### src/rtl/ax_pwm_capture.sv
// PWM capture: synchronizes an asynchronous PWM input and measures the period and high time of each
// complete cycle in clk cycles. A stalled input is reported with a timeout pulse.
module ax_pwm_capture #(
  parameter int unsigned N = 16
) (
  input  logic         clk,
  input  logic         rst_n,
  input  logic         pwm_in,
  output logic [N-1:0] period_out,
  output logic [N-1:0] high_out,
  output logic         valid,
  output logic         timeout,
  output logic         busy
);

  typedef enum logic [1:0] {
    IDLE = 2'd0,
    HIGH = 2'd1,
    LOW  = 2'd2
  } state_t;

  localparam logic [N-1:0] CNT_ONE = N'(1);
  localparam logic [N-1:0] CNT_MAX = '1;

  state_t       state;
  logic         s1;
  logic         s2;
  logic         s3;
  logic [N-1:0] period_cnt;
  logic [N-1:0] high_cnt;
  logic         rise_c;
  logic         fall_c;

  assign rise_c = s2 & ~s3;
  assign fall_c = ~s2 & s3;

  // Synchronizer, measurement FSM and result registers
  always_ff @(posedge clk) begin
    if (!rst_n) begin
      state      <= IDLE;
      s1         <= 1'b0;
      s2         <= 1'b0;
      s3         <= 1'b0;
      period_cnt <= '0;
      high_cnt   <= '0;
      period_out <= '0;
      high_out   <= '0;
      valid      <= 1'b0;
      timeout    <= 1'b0;
      busy       <= 1'b0;
    end else begin
      s1      <= pwm_in;
      s2      <= s1;
      s3      <= s2;
      valid   <= 1'b0;
      timeout <= 1'b0;

      case (state)
        IDLE: begin
          period_cnt <= '0;
          high_cnt   <= '0;
          if (rise_c) begin
            state      <= HIGH;
            busy       <= 1'b1;
            period_cnt <= CNT_ONE;
            high_cnt   <= CNT_ONE;
          end
        end

        HIGH: begin
          if (fall_c) begin
            state      <= LOW;
            period_cnt <= period_cnt + CNT_ONE;
          end else if (period_cnt == CNT_MAX) begin
            state      <= IDLE;
            busy       <= 1'b0;
            timeout    <= 1'b1;
            period_cnt <= '0;
            high_cnt   <= '0;
          end else begin
            period_cnt <= period_cnt + CNT_ONE;
            high_cnt   <= high_cnt + CNT_ONE;
          end
        end

        LOW: begin
          // A rise closes this cycle and opens the next one with no gap
          if (rise_c) begin
            state      <= HIGH;
            period_out <= period_cnt;
            high_out   <= high_cnt;
            valid      <= 1'b1;
            period_cnt <= CNT_ONE;
            high_cnt   <= CNT_ONE;
          end else if (period_cnt == CNT_MAX) begin
            state      <= IDLE;
            busy       <= 1'b0;
            timeout    <= 1'b1;
            period_cnt <= '0;
            high_cnt   <= '0;
          end else begin
            period_cnt <= period_cnt + CNT_ONE;
          end
        end

        default: begin
          state <= IDLE;
          busy  <= 1'b0;
        end
      endcase
    end
  end

endmodule
### config.mk
export PLATFORM = sky130hd
export DESIGN_NAME = ax_pwm_capture
export DESIGN_NICKNAME = d
export VERILOG_FILES = /design/src/rtl/ax_pwm_capture.sv
export SDC_FILE = /design/constraint.sdc
export NUM_CORES = 1
export LEC_CHECK = 0
export BUFFER_PORTS_ARGS = -buffer_cell sky130_fd_sc_hd__buf_4
export CAP_MARGIN = 20
export CELL_PAD_IN_SITES_DETAIL_PLACEMENT = 1
export CELL_PAD_IN_SITES_GLOBAL_PLACEMENT = 1
export CORE_MARGIN = 1
export CORE_UTILIZATION = 48
export CTS_BUF_LIST = sky130_fd_sc_hd__clkbuf_4 sky130_fd_sc_hd__clkbuf_8
export DETAILED_ROUTE_END_ITERATION = 8
export PLACE_DENSITY_LB_ADDON = 0.08
export SLEW_MARGIN = 5
export SYNTH_ARGS = -nofsm -noshare
export SYNTH_HDL_FRONTEND = slang
export SYNTH_SLANG_ARGS = --single-unit
### constraint.sdc
create_clock -name clk -period 4.5 [get_ports clk]
set_clock_uncertainty 0.05 [all_clocks]
set_input_delay 0.9 -clock clk [delete_from_list [all_inputs] [get_ports clk]]
set_output_delay 0.9 -clock clk [all_outputs]
set_load 0.02 [all_outputs]
==> flow_metrics.py <==
metrics = {
    "timing": {
        "period_needed_ns": 2.81,
        "final.setup.tns_ns": 0,
        "setup_viol": 0,
        "rsz0062_at_grt": "false",
        "post-route-period-util": 0.625,
        "finalWorstSetupSlack_ns": 1.69,
        "slew_headroom": 0.429,
        "final_hold_viol_count": 0,
        "fmax_ghz": 0.355,
        "final_max_slew_viol_count": 0,
        "tightest_slew_ns": 0.856,
        "hold_slack_ns": 0.396,
    },
    "clock_network": {
        "cts_resized": 0,
        "clk_latency_ns": 0.36,
        "clockBufferDepth": 2,
        "path_clk_slew_ns": 0.08,
        "cts-root-buf": "clkbuf_8",
        "post_cts_buffers": 0,
        "cts_hold_buf": 0,
        "htree_levels": 3,
        "cts_buffers": 9,
        "cts_tree": "yes",
        "cts_sinks": 72,
    },
    "yosys": {
        "async_flop_share": 0,
        "synth_fp_nets": 422,
        "syn_area_um2": 3310,
        "yosysTopAreaCellShare": 0.435,
        "syn_inst": 412,
        "ys_types": 52,
        "syn_avg_cell_area_um2": 8.04,
        "synth_top_area_cell": "dfxtp_1",
        "ys.flop_type": "dfxtp_1",
        "yosysWarnings": 0,
        "ys_ff_latch": 72,
        "synth_edf_count": 0,
        "yosysSeqAreaShare": 0.435,
        "ys_top_cells_by_area": "dfxtp_1, nand2_1, a21oi_1",
    },
    "floorplanning": {
        "die_x_um": 85.1,
        "ios": 38,
        "fp-row-count": 29,
        "core_area_um2": 6490,
        "dieArea_um2": 7230,
        "die_y_um": 85.1,
        "initial_utilization": 0.510,
    },
    "detailed_routing": {
        "drc": 0,
        "drt_wl_total_um": 9240,
        "vias_per_cell": 5.95,
        "final_antenna_net_count": 0,
        "first_iter_violations": 173,
        "dr_total_vias": 3110,
        "dr.pass1.iters": 4,
        "wl_per_cell_um": 17.7,
    },
    "global_routing": {
        "grt_usage": 0.268,
        "grt_pass1_wl_um": 15100,
        "busiest_layer": "met2",
        "gr-usage-met1": 0.346,
        "grt_max_degree": 42,
        "antenna_found_initial": 0,
        "grt_pass1_vias": 3031,
        "grt-ovfl-total": 0,
        "use_met2": 0.444,
        "grt_util_met3": 0.0554,
    },
    "power_and_ir_drop": {
        "total_power_mw": 1.26,
        "ir_worst_vdd_mv": 0.141,
        "leakage_nw": 1.32,
        "power.density_nw_per_um2": 325,
    },
    "hold_path": {
        "hold_start": "s1$_SDFF_PN0_",
        "min-delay-path-class": "reg2reg",
    },
    "worst_setup_path": {
        "cp_top_family": "compound AO/OA/AOI/OAI gates",
        "slowest_stage": "a21oi_1",
        "setup.worst_path.class": "reg2reg",
        "critPathLaunchType": "register",
        "end_kind": "register",
        "crit_fanout": 12,
        "max_stage_delay_ns": 0.71,
        "path_buf_inv": 0,
        "worstPathRequired_ns": 4.72,
        "path_cells": "ha_1, and3b_1, nor4_1, a21oi_1, o211ai_1, a221oi_1",
        "crit_start": "state[0]$_SDFFE_PN0P_",
        "crit_arrival_ns": 3.03,
        "crit-reg2reg-launch": "state[0]$_SDFFE_PN0P_",
    },
    "place": {
        "portBuffers": 37,
        "preCtsSetupSlack_ns": 1.76,
        "place.gp.congestion": 0.827,
        "dp_hpwl_um": 6090,
    },
    "outcome": {
        "status": "completed",
    },
    "layout": {
        "multiInputGateArea_um2": 1690,
        "drive_gt1_frac": 0.170,
        "fill_cells": 817,
        "syn_to_final_growth_pct": 16.6,
        "antennaDiodeCount": 0,
        "regArea_um2": 1440,
        "fin_nets": 451,
    },
    "run": {
        "max_cap_viol_count": 0,
    },
}
## area by class of cell
type / instances / share of cell area
timing repair buffer: 42 / 0.0869
inverter: 20 / 0.0194
tap: 77 / 0.0250
multi-input combinational: 296 / 0.439
clock buffer: 9 / 0.0321
sequential: 72 / 0.373
clock inverter: 7 / 0.0246
## logic make-up after synthesis
group	share of synthesized area
AO/OA/AOI/OAI	0.205
XOR/XNOR	0.0106
adder cells (fa/ha/maj)	0.0265
buffers and inverters	0.0533
flip-flops	0.435
multiplexers	0.00907
AND/OR/NAND/NOR	0.260
## Yosys cell counts (all sizes together), types with 4 or more instances
library cell / number
and2: 6
clkbuf: 17
nand2: 82
dfxtp: 72
a21oi: 62
o211ai: 4
nor4: 7
or3: 15
nand3: 12
nor2: 17
a22o: 5
nand4: 9
a2111oi: 4
a221oi: 4
o21ai: 19
ha: 7
inv: 19
nand2b: 4
buf: 7
## worst paths after layout
kind | to | slack, ns | depth (start not counted)
setup / recovery | high_cnt[13]$_SDFFE_PN0P_ | 1.69 | 6
hold / removal | s2$_SDFF_PN0_ | 0.40 | 1
setup reg to reg | high_cnt[13]$_SDFFE_PN0P_ | 1.69 | 6
hold reg to reg | s2$_SDFF_PN0_ | 0.40 | 1
## metrics by stage
step,util,std cells,instance area (µm²)
floorplan,-,412,3310
global placement,0.556,506,3610
detailed placement,0.561,507,3640
CTS,0.594,523,3860
global route,0.594,523,3860
finish,0.594,523,3860
## state kept, by name (all words and copies together) (netlist names)
| name | cells |
|---|---|
| busy | 1 |
| high_cnt | 16 |
| high_out | 16 |
| period_cnt | 16 |
| period_out | 16 |
| s1 | 1 |
| s2 | 1 |
| s3 | 1 |
| state | 2 |
| timeout | 1 |
| valid | 1 |
## placed cells by master, fill, tap and decap left out, types with 4 or more instances in the layout
master and instances:
nor4_1 6, ha_1 7, nand2b_1 4, nand3_1 12
dfxtp_1 72, clkbuf_8 9, o211ai_1 4, or3_1 12
nor2_1 17, buf_4 41, a22o_1 5, a21oi_1 61
nand4_1 7, o21ai_0 19, and2_1 6, inv_1 19
nand2_1 82, a221oi_1 4
## worst register-to-register path, stage by stage, from the launching register on
cell	delay, ns
dfxtp_1	0.43
ha_1	0.42
and3b_1	0.52
nor4_1	0.12
a21oi_1	0.71
o211ai_1	0.20
a221oi_1	0.27
## routing by layer
layer,vias up,wire (µm)
met5,-,0
met4,0,161
met3,16,323
met2,72,4380
met1,1518,4380
li1,1504,-
## power breakdown
group	switching (mW)	total [mW]	leakage (nW)	internal (mW)
registers	0.00367	0.643	0.581	0.639
logic	0.0239	0.0357	0.633	0.0118
clock network	0.264	0.577	0.110	0.313
Note: power is estimated with default switching activity, not from simulation.
